**src/rtl/cpu_types_pkg.sv**
```systemverilog
// Shared CPU types: word type, RAM status codes, arbiter states and
// starvation-limit settings for the optional ARB_FAIRNESS_EN build.
package cpu_types_pkg;

  localparam int unsigned WORD_W       = 32;
  localparam int unsigned STARVE_LIMIT = 4;
  localparam int unsigned STARVE_W     = $clog2(STARVE_LIMIT + 1);

  typedef logic [WORD_W-1:0] word_t;

  typedef enum logic [1:0] {
    FREE   = 2'd0,
    BUSY   = 2'd1,
    ACCESS = 2'd2,
    ERROR  = 2'd3
  } ramstate_t;

  typedef enum logic [1:0] {
    IDLE   = 2'd0,
    IGRANT = 2'd1,
    DGRANT = 2'd2
  } arb_state_t;

endpackage

```
**src/rtl/memory_arbiter.sv**
```systemverilog
// Single-port RAM arbiter between instruction fetch and data access.
// Define ARB_FAIRNESS_EN to bound instruction starvation under data pressure.
module memory_arbiter
  import cpu_types_pkg::*;
(
  input  logic        CLK,
  input  logic        nRST,
  input  logic        iREN,
  input  word_t       iaddr,
  input  logic        dREN,
  input  logic        dWEN,
  input  word_t       daddr,
  input  word_t       dstore,
  output logic        iwait,
  output logic        dwait,
  output word_t       iload,
  output word_t       dload,
  output logic        ramREN,
  output logic        ramWEN,
  output word_t       ramaddr,
  output word_t       ramstore,
  input  word_t       ramload,
  input  logic [1:0]  ramstate
);

  arb_state_t state, next_state;
  logic       dreq;
  logic       force_i;
  logic       ram_done;

  assign dreq     = dREN | dWEN;
  assign ram_done = (ramstate_t'(ramstate) == ACCESS);
  assign iload    = ramload;
  assign dload    = ramload;

`ifdef ARB_FAIRNESS_EN
  logic [STARVE_W-1:0] starve_cnt;

  // Once data has won STARVE_LIMIT times over a waiting fetch, the fetch goes next.
  assign force_i = iREN && (starve_cnt == STARVE_W'(STARVE_LIMIT));

  always_ff @(posedge CLK or negedge nRST) begin
    if (!nRST) begin
      state      <= IDLE;
      starve_cnt <= '0;
    end else begin
      state <= next_state;
      if (state == IDLE) begin
        if (!iREN || next_state == IGRANT)
          starve_cnt <= '0;
        else if (next_state == DGRANT && starve_cnt != STARVE_W'(STARVE_LIMIT))
          starve_cnt <= starve_cnt + STARVE_W'(1);
      end
    end
  end
`else
  assign force_i = 1'b0;

  always_ff @(posedge CLK or negedge nRST) begin
    if (!nRST) state <= IDLE;
    else       state <= next_state;
  end
`endif

  // Strobes follow the live request, so a withdrawn or reset grant drops them at once.
  always_comb begin
    next_state = state;
    ramREN     = 1'b0;
    ramWEN     = 1'b0;
    ramaddr    = '0;
    ramstore   = '0;
    iwait      = 1'b1;
    dwait      = 1'b1;
    case (state)
      IDLE: begin
        if (dreq && !force_i) next_state = DGRANT;
        else if (iREN)        next_state = IGRANT;
      end
      IGRANT: begin
        ramREN  = iREN;
        ramaddr = iaddr;
        if (!iREN) begin
          next_state = IDLE;
        end else if (ram_done) begin
          iwait      = 1'b0;
          next_state = IDLE;
        end
      end
      DGRANT: begin
        ramaddr  = daddr;
        ramstore = dstore;
        ramWEN   = dWEN;
        ramREN   = dREN & ~dWEN;
        if (!dreq) begin
          next_state = IDLE;
        end else if (ram_done) begin
          dwait      = 1'b0;
          next_state = IDLE;
        end
      end
      default: next_state = IDLE;
    endcase
  end

endmodule

```
**config.mk**
```make
export PLATFORM = sky130hd
export DESIGN_NAME = memory_arbiter
export DESIGN_NICKNAME = d
export VERILOG_FILES = /design/src/rtl/cpu_types_pkg.sv /design/src/rtl/memory_arbiter.sv
export SDC_FILE = /design/constraint.sdc
export NUM_CORES = 1
export LEC_CHECK = 0
export ABC_AREA = 0
export BUFFER_PORTS_ARGS = -buffer_cell sky130_fd_sc_hd__buf_2
export CAP_MARGIN = 20
export CORE_AREA = 8 8 97 99
export CTS_BUF_LIST = sky130_fd_sc_hd__clkbuf_2
export CTS_CLUSTER_SIZE = 8
export DETAILED_ROUTE_END_ITERATION = 10
export DIE_AREA = 0 0 105 107
export SLEW_MARGIN = 20
export SYNTH_ARGS = -nofsm -noshare
export SYNTH_HDL_FRONTEND = slang
export SYNTH_SLANG_ARGS = --single-unit
```
**constraint.sdc**
```tcl
create_clock -name CLK -period 1.97 [get_ports CLK]
set_input_delay 0 -clock CLK [delete_from_list [all_inputs] [get_ports CLK]]
set_output_delay 0 -clock CLK [all_outputs]
set_load 0.02 [all_outputs]
```
== Word level (Yosys, flattened, before mapping) ==
Index checks and enable logic that the tools add are counted.

* Input port bits: 135
* Word-level logic and storage cells: 24
* Bits in registers: 2
* Output and inout port bits: 132

* Multiplexer cells: 15
* Reductions and logical operators: 1
* Equality and inequality tests: 4
* Bitwise gates (word level): 3

{| class="wikitable"
|+ Operators with widths
! kind !! count
|-
| $pmux 32 s2 || 1
|-
| $mux 32 || 1
|-
| $mux 2 || 5
|-
| $mux 1 || 6
|-
| $pmux 2 s3 || 1
|-
| $eq 2x2->1 const B || 2
|-
| $ne 3x3->1 const B || 1
|-
| $eq 2x1->1 const B || 1
|-
| $logic_not 2->1 || 1
|-
| $pmux 1 s2 || 1
|-
| $and 1x1->1 || 1
|-
| $not 1->1 || 1
|-
| $or 1x1->1 || 1
|}

== Longest topological paths before layout ==
Gate-level depths: netlist of the first run.

* Depth in word-level cells: 4
* Depth in mapped cells: 6
* Mapped depth without buffers: 5

== Worst setup path after synthesis of the first run ==
Ideal clock, no wire load.

* Kind: register to output
* Start point: register state[1]
* End point: output ramaddr[0]
* Data required time: 1,970 ps
* Stages on the path, launching flop included: 7
* Slack: 535 ps
* Arrival: 1,435 ps
* Path buffers: 2
* Cells stage by stage: dfrtp_1 > inv_1 > ha_1 > buf_2 > clkbuf_1 > a22oi_1 > nor2b_1

* Longest elaborated chain between the ends: 2
* Elaborated cells between the ends (all ways): 3
* Those cells by class: eq/ne (2); mux (1)

{| class="wikitable"
|+ RTL lines
! item !! line !! RTL
|-
| start: declaration || memory_arbiter.sv:26 || <nowiki>arb_state_t state, next_state;</nowiki>
|-
| start signal: assignment || memory_arbiter.sv:61 || <nowiki>else state <= next_state;</nowiki>
|-
| $eq 2x2->1 / $eq 2x1->1 (equally long branches) || memory_arbiter.sv:74 || <nowiki>case (state)</nowiki>
|-
| $pmux 32 s2 * || memory_arbiter.sv:74 ||
|-
| end: declaration || memory_arbiter.sv:20 || <nowiki>output word_t ramaddr,</nowiki>
|}

Mark *: on every way between the ends. The rest lies on a longest branch, timed or not.

== Worst setup path in the final report of the first run ==
* Start point: register state[0]
* End point: output ramaddr[20]

The elaborated chain is that of the path after synthesis.

==> out/results.txt, run 1 <==
status - completed
Max Freq - 571 MHz
die area - 11,200 µm²
crit path from - state[0]
syn nets - 338
synthesis-to-finish area growth - 37.4%
Global Route Usage Sum - 9.53%
Antenna Nets Post-Route - 0
RSZ-0062 raised after global routing - no
main area contributors after synthesis - buf_4 (35%), a22oi_1 (17%), and2_1 (15%)
Die Width - 105 µm
global-route wire length before repair - 9050 µm
worst flop-to-flop path endpoint - state[1]
CTS buffer count - 3
# rows - 33
Final Wtd Congestion - 0.840
R2R setup slack - 0.40 ns
hold crit path type - in2out
R2R cell count - 5
number of max-cap violations - 0
Yosys reg bits - 2
CP required - 1.97 ns
Static Leak - 1.06 nW
Hold Crit Depth - 0
Worst Max-Slew Pin Slew - 0.351 ns
Yosys top cell by area - buf_4
Initial Util - 17.5%
clk root buf - clkbuf_2
crit path max fanout - 57
Syn Inst Count - 199
vias - 1,688
io pins - 267
Reg-to-Reg Start - state[0]
Cell variety after synth - 21
Largest register FFs - 2
Resized cells post-CTS - 0
DP Area - 1880 µm²
Max Slew Vio Count - 0
Initial DRT Pass Iterations - 4
final-report hold violation count - 0
share of cells above drive strength 1 - 59.4%
commonest non-fill, non-tap cells in the layout - buf_2 (170), and2_1 (34), nor2b_1 (33), a22oi_1 (32)
relative slew slack - 76.6%
Fin Hold WS - 0.00000975 ns
Clock Tree Buf Depth - 2
biggest registers after layout - state: 2 flops
Die Y - 107 µm
final total power - 2.16 mW
antenna violations before repair - 1
Congestion Overflow GR - 0
First DRT Iteration DRCs - 56
Yosys warnings - 0
syn avg cell area - 6.99 µm²
CP arrival - 1.75 ns
pwr/cell area - 1130 nW/µm²
Setup WS post-layout - 0.218 ns
# setup viols final - 0
mapped cell area - 1390 µm²
DP HPWL - 5020 µm
vias in the first global route - 1,780
commonest non-fill, non-tap cell in the layout - buf_2
post-place setup slack - 0.415 ns
Top reg by flops - state
Via density - 4.18
nets@finish - 439
post-CTS setup buffers - 0
kind of critical path - reg2out
Sink Count - 2
Post-route DRC - 0
largest net degree at the start of global routing - 58
Hold Path Sink - iload[20]
Tmin final - 1.75 ns
H-tree depth - 1
Core Area - 7930 µm²
drt total wl - 5790 µm
Worst-Skew Late Latency - 0.20 ns
fraction of synthesized cell area taken by the top area cell type - 34.6%
critical path endpoint category - output port
number of hold buffers added after cts - 1
fin crit share - 88.9%
CTS tree - done
Finished Cell Area - 1910 µm²
IO buf count - 170
Max VDD drop - 0.000667 V
CTS clk-pin slew, worst paths - 0.03 ns
sequential share of the synthesized area - 3.60%
Startpoint Class - flip-flop
worst hold start - ramload[20]
Fin Clk Skew - 0.00111 ns
setup TNS - 0 ns
per-cell routed wire length - 14.3 µm
-- stage by stage --
stage / util (%) / cells
global placement: 23.8 / 399
detailed placement: 23.8 / 399
CTS: 24.1 / 403
finish: 24.1 / 404
floorplan: - / 199
global route: 24.1 / 404
-- worst max-delay path: stages, from the launching register on --
cell	delay (ns)
dfrtp_1	0.41
inv_1	0.10
ha_2	0.32
buf_12	0.25
a22oi_1	0.12
nor2b_1	0.14
buf_2	0.18
-- metal layers --
layer | vias to the layer above | global-route usage [%] | wire [µm]
li1 | 797 | - | -
met1 | 755 | 9.18 | 2080
met2 | 116 | 16.9 | 2890
met3 | 20 | 4.38 | 662
met4 | 0 | 4.89 | 162
met5 | - | 0 | 0
-- report_power, final --
group          internal, mW  switching [mW]
sequential           0.0556          0.0188
combinational         0.818            1.20
clock                0.0405          0.0252
-- cells by family (layout without fill, tap and decap cells) --
| group | Yosys count | count (layout) | share of synthesized area, % |
|---|---|---|---|
| other | 0 | 1 | 0 |
| flip-flops | 2 | 2 | 3.60 |
| AND/OR/NAND/NOR | 74 | 74 | 32.9 |
| AO/OA/AOI/OAI | 39 | 39 | 20.6 |
| adder cells (fa/ha/maj) | 4 | 4 | 3.60 |
| buffers and inverters | 80 | 179 | 39.3 |
-- synth_stat cells --
library cell and n:
nor2_1 2, nor2b_1 33, nand3_1 1, dfrtp_1 2, a22o_1 1, o21ai_0 2, a211oi_1 1, a32o_1 1
o21ai_1 1, and2_1 34, buf_4 64, buf_1 2, nand2_1 2, a21oi_1 1, buf_2 5, clkbuf_1 7
inv_1 2, a22oi_1 32, ha_1 4, nand3b_1 1, or4b_1 1
-- final cells by class --
class / count / area (µm²)
inverters: 2 / 7.51
well taps: 105 / 131
clock buffers: 3 / 15.0
fillers: 891 / 6020
diodes: 1 / 2.50
flip-flops and latches: 2 / 50.0
multi-input cells: 117 / 796
repair buffers: 174 / 908
-- how the worst max path moves through the flow --
stage,slack (ns),to,depth (start not counted)
after global routing,0.06,ramaddr[26],6
final,0.22,ramaddr[20],6
after detailed placement,0.41,state[1],5
after CTS,0.20,ramaddr[20],6
after global placement,0.44,ramaddr[20],6
after floorplan,0.53,ramaddr[0],6
Power figures use the tool's default switching activity.
==> inputs of run 2 (changes only) <==
--- a/config.mk
+++ b/config.mk
@@ -8,11 +8,11 @@
 export ABC_AREA = 0
 export BUFFER_PORTS_ARGS = -buffer_cell sky130_fd_sc_hd__buf_2
 export CAP_MARGIN = 20
-export CORE_AREA = 8 8 97 99
+export CORE_AREA = 2 2 102 104
 export CTS_BUF_LIST = sky130_fd_sc_hd__clkbuf_2
 export CTS_CLUSTER_SIZE = 8
 export DETAILED_ROUTE_END_ITERATION = 10
-export DIE_AREA = 0 0 105 107
+export DIE_AREA = 0 0 104 106
 export SLEW_MARGIN = 20
 export SYNTH_ARGS = -nofsm -noshare
 export SYNTH_HDL_FRONTEND = slang
==> out/results.txt, run 2 (synthesized netlist as in run 1, its figures left out) <==
status - completed
Initial Util - 13.9% (-3.6 points)
Fin Clk Skew - 0.000121 ns (-0.000989 ns)
Max VDD drop - 0.000409 V (-39%)
drt total wl - 5250 µm (-9.3%)
Antenna Nets Post-Route - 0 (unchanged)
synthesis-to-finish area growth - 40.2%
CP max-delay cell - dfrtp_1
Buf+Inv Stages, Crit Path - 3 (unchanged)
relative slew slack - 76.0% (-0.61 points)
clk root buf - clkbuf_2
First DRT Iteration DRCs - 73 (+30%)
share of cells above drive strength 1 - 59.7% (+0.27 points)
Worst-Skew Late Latency - 0.19 ns (about the same)
die area - 11,000 µm² (-1.9%)
Clock Tree Buf Depth - 2 (unchanged)
final-report hold violation count - 0 (unchanged)
Sink Count - 2 (unchanged)
Global Route Usage Sum - 8.80% (-0.73 points)
Top reg by flops - state
Tmin final - 1.77 ns (+0.0218 ns)
Largest register FFs - 2 (unchanged)
commonest non-fill, non-tap cells in the layout - buf_2 (170), and2_1 (34), nor2b_1 (33), a22oi_1 (32), buf_4 (4)
Final Wtd Congestion - 0.690 (-18%)
# rows - 37 (+12%)
Congestion Overflow GR - 0 (unchanged)
final core utilization - 19.5% (-4.6 points)
Static Leak - 1.07 nW (+0.72%)
H-tree depth - 1 (unchanged)
DP HPWL - 4370 µm (-13%)
Initial DRT Pass Iterations - 4 (unchanged)
Die Width - 104 µm (-0.95%)
post-CTS setup buffers - 0 (unchanged)
Crit path largest cell delay - 0.42 ns (about the same)
CP required - 1.97 ns (about the same)
number of max-cap violations - 0 (unchanged)
vias in the first global route - 1,716 (-3.6%)
Post-route DRC - 0 (unchanged)
commonest non-fill, non-tap cell in the layout - buf_2
RSZ-0062 raised after global routing - no
CTS clk-pin slew, worst paths - 0.03 ns (about the same)
Via density - 3.82 (-8.6%)
io pins - 267 (unchanged)
pwr/cell area - 1120 nW/µm² (-0.36%)
largest net degree at the start of global routing - 47 (-19%)
# setup viols final - 0 (unchanged)
DP Area - 1920 µm² (+2.2%)
nets@finish - 441 (+0.46%)
vias - 1,665 (-1.4%)
biggest registers after layout - state: 2 flops
Core Area - 10000 µm² (+26%)
kind of critical path - reg2out
Largest delay share family, worst path - buffers and inverters
IO buf count - 170 (unchanged)
CTS buffer count - 3 (unchanged)
ant diodes - 0 (-1)
CP arrival - 1.77 ns (+0.02 ns)
setup TNS - 0 ns (unchanged)
fin crit share - 90.0% (+1.1 points)
critical path endpoint category - output port
Startpoint Class - flip-flop
Worst Max-Slew Pin Slew - 0.360 ns (+0.00917 ns)
antenna violations before repair - 0 (-1)
Max Freq - 564 MHz (-1.2%)
CTS tree - done
global-route wire length before repair - 8070 µm (-11%)
Fin Hold WS - 0.00000974 ns (-0.00000000634 ns)
Die Y - 106 µm (-0.93%)
CP cell instances - inv_1, ha_2, buf_4, a22oi_1, nor2b_1, buf_2
Finished Cell Area - 1950 µm² (+2.0%)
Max Slew Vio Count - 0 (unchanged)
crit path max fanout - 46 (-19%)
per-cell routed wire length - 12.0 µm (-16%)
hold crit path type - in2out
-- run 2: changes by cell type in the layout (fill, tap and decap cells not counted), sizes merged --
cell   previous run  this run
diode             1         0
buf             173       175
-- run 2: final timing paths --
kind / from / to / slack, ns / cells after the start
max: state[0] / ramaddr[25] / 0.20 / 6
min: ramload[7] / dload[7] / 0.00001 / 0
max reg2reg: state[0] / state[1] / 0.57 / 5
min reg2reg: state[1] / state[1] / 0.60 / 1
max in group asynchronous: nRST / state[1] / 1.75 / 2
min in group asynchronous: nRST / state[0] / 0.12 / 2
-- run 2: final cells by class --
type	count	area (µm²)
clock buffer	3	15.0
fill	1132	8050
inverter	2	7.51
multi-input combinational	117	796
sequential	2	50.0
tap	136	170
timing repair buffer	176	911
-- run 2: per-stage QoR --
stage / worst slack, ns / power [mW] / instances
2_1_floorplan: 0.535 / 1.63 / 199
3_3_place_gp: 0.461 / 2.11 / 432
3_5_place_dp: 0.401 / 2.15 / 432
4_1_cts: 0.180 / 2.22 / 436
5_1_grt: 0.00689 / 2.40 / 436
6_report: 0.196 / 2.19 / 436
-- run 2: power breakdown --
part	leakage, nW	total, mW	internal [mW]	switching (mW)
clock	0.0125	0.0656	0.0406	0.0250
combinational	1.03	2.05	0.833	1.22
sequential	0.0256	0.0743	0.0556	0.0187
-- run 2: per-layer routing --
| metal | routed length (µm) | GRT usage [%] | vias to the layer above | share of wire [%] |
|---|---|---|---|---|
| met5 | 0 | 0 | - | 0 |
| met4 | 186 | 4.44 | 0 | 3.5 |
| met3 | 486 | 2.64 | 31 | 9.3 |
| met2 | 2550 | 15.9 | 89 | 49 |
| met1 | 2030 | 9.25 | 744 | 39 |
| li1 | - | - | 801 | - |
-- run 2: timing repair --
action | 4_1_cts | 5_1_grt
hold buffers | 1 | 0
hold endpoints to repair | 2 | 0
resized for setup | 0 | 0
-- run 2: worst register-to-register path, stage by stage, from the launching register on --
cell	delay, ns
dfrtp_1	0.42
inv_1	0.11
ha_2	0.19
o21ai_0	0.08
a211oi_1	0.33
a22o_1	0.20
==> inputs of run 3 (changes only) <==
--- a/config.mk
+++ b/config.mk
@@ -6,7 +6,7 @@
 export NUM_CORES = 1
 export LEC_CHECK = 0
 export ABC_AREA = 0
-export BUFFER_PORTS_ARGS = -buffer_cell sky130_fd_sc_hd__buf_2
+export BUFFER_PORTS_ARGS = -buffer_cell sky130_fd_sc_hd__buf_4
 export CAP_MARGIN = 20
 export CORE_AREA = 2 2 102 104
 export CTS_BUF_LIST = sky130_fd_sc_hd__clkbuf_2
==> out/results.txt, run 3 (synthesized netlist as in run 1, its figures left out) <==
CP required - 1.97 ns (about the same)
CP arrival - 1.78 ns (about the same)
Top reg by flops - state
relative slew slack - 74.3% (-1.7 points)
Largest delay share family, worst path - buffers and inverters
drt total wl - 5590 µm (+6.4%)
kind of critical path - reg2out
pwr/cell area - 1050 nW/µm² (-7.0%)
H-tree depth - 1 (unchanged)
die area - 11,000 µm² (unchanged)
final-report hold violation count - 0 (unchanged)
crit path max fanout - 61 (+33%)
Tmin final - 1.78 ns (+0.00779 ns)
Die Y - 106 µm (unchanged)
status - completed
fin crit share - 90.4% (+0.40 points)
per-cell routed wire length - 12.9 µm (+6.9%)
CP cell instances - inv_1, ha_2, buf_12, a22oi_1, nor2b_1, buf_4
largest net degree at the start of global routing - 62 (+32%)
CTS buffer count - 3 (unchanged)
CTS clk-pin slew, worst paths - 0.03 ns (about the same)
Core Area - 10000 µm² (unchanged)
Via density - 3.88 (+1.5%)
# rows - 37 (unchanged)
Worst Max-Slew Pin Slew - 0.386 ns (+0.0261 ns)
Die Width - 104 µm (unchanged)
IO buf count - 170 (unchanged)
CP max-delay cell - dfrtp_1
vias in the first global route - 1,670 (-2.7%)
Static Leak - 1.16 nW (+8.6%)
critical path endpoint category - output port
Largest register FFs - 2 (unchanged)
biggest registers after layout - state: 2 flops
antenna violations before repair - 0 (unchanged)
nets@finish - 439 (-0.45%)
number of max-cap violations - 0 (unchanged)
Initial DRT Pass Iterations - 4 (unchanged)
DP HPWL - 4430 µm (+1.4%)
Placed Cells - 430 (-0.46%)
global-route wire length before repair - 8270 µm (+2.5%)
First DRT Iteration DRCs - 73 (unchanged)
Congestion Overflow GR - 0 (unchanged)
Worst-Skew Late Latency - 0.20 ns (about the same)
DP Area - 2330 µm² (+21%)
Max Freq - 561 MHz (-0.44%)
io pins - 267 (unchanged)
share of cells above drive strength 1 - 59.4% (-0.27 points)
clk root buf - clkbuf_2
RSZ-0062 raised after global routing - no
Fin Clk Skew - 0.0000726 ns (-0.0000489 ns)
Startpoint Class - flip-flop
fillers - 1,120 (-1.1%)
# setup viols final - 0 (unchanged)
CTS tree - done
vias - 1,683 (+1.1%)
Post-route DRC - 0 (unchanged)
ant diodes - 0 (unchanged)
Fin Hold WS - 0.00000972 ns (-0.0000000193 ns)
hold crit path type - in2out
Final Wtd Congestion - 0.697 (+1.1%)
Max VDD drop - 0.000539 V (+32%)
commonest non-fill, non-tap cells in the layout - buf_4 (172), and2_1 (34), nor2b_1 (33), a22oi_1 (32)
Buf+Inv Stages, Crit Path - 3 (unchanged)
synthesis-to-finish area growth - 69.8%
Layout Cells excl Fill - 434 (-0.46%)
Crit path largest cell delay - 0.42 ns (about the same)
Sink Count - 2 (unchanged)
Clock Tree Buf Depth - 2 (unchanged)
setup TNS - 0 ns (unchanged)
Global Route Usage Sum - 8.98% (+0.18 points)
commonest non-fill, non-tap cell in the layout - buf_4
Antenna Nets Post-Route - 0 (unchanged)
Initial Util - 13.9% (unchanged)
Finished Cell Area - 2360 µm² (+21%)
Max Slew Vio Count - 0 (unchanged)
-- run 3: where the power goes --
part	leakage (nW)	switching [mW]	total (mW)	internal [mW]
registers	0.0256	0.0186	0.0743	0.0556
logic	1.12	1.24	2.33	1.09
clock network	0.0125	0.0256	0.0662	0.0405
total	1.16	1.29	2.47	1.18
-- run 3: metal layers --
metal  track usage, %  part of all wire [%]  vias to the layer above
met4             4.44                   3.5                        0
li1                 -                     -                      799
met2             17.7                    53                       97
met3             2.39                   9.9                       33
met5                0                     0                        -
met1             8.51                    34                      754
-- run 3: worst paths after layout --
check,start,to,slack (ns),cells past startpoint
worst max-delay path,state[0],ramaddr[25],0.19,6
worst min-delay path,ramload[7],iload[7],0.00001,0
worst max register to register,state[0],state[1],0.45,5
worst min register to register,state[0],state[0],0.59,1
max in group asynchronous,nRST,state[1],1.76,2
min in group asynchronous,nRST,state[0],0.13,2
-- run 3: area by class of cell --
cell class / instances / area (µm²) / area share [%]
clock buffer: 3 / 15.0 / 0.636
inverter: 2 / 7.51 / 0.318
multi-input combinational: 117 / 796 / 33.7
sequential: 2 / 50.0 / 2.12
tap: 136 / 170 / 7.21
timing repair buffer: 174 / 1320 / 56.0
-- run 3: timing repair --
action / in CTS / in global routing
hold buffers: 1 / 0
buffers inserted: 0 / 0
gates resized for setup: 0 / 0
hold endpoints to repair: 2 / 0
-- run 3: worst reg2reg max path, cell delays in order (launching register included) --
cell and delay, ns:
dfrtp_1 0.42, inv_1 0.11, ha_2 0.27, o21ai_0 0.11
a211oi_1 0.35, a22o_1 0.20
-- run 3: through the flow --
stage	setup WS [ns]	total power, mW	utilization [%]
5_1_grt	0.0558	2.64	23.6
6_report	0.189	2.47	23.6
3_3_place_gp	0.438	2.41	23.3
2_1_floorplan	0.535	1.63	-
4_1_cts	0.178	2.52	23.6
3_5_place_dp	0.406	2.43	23.3
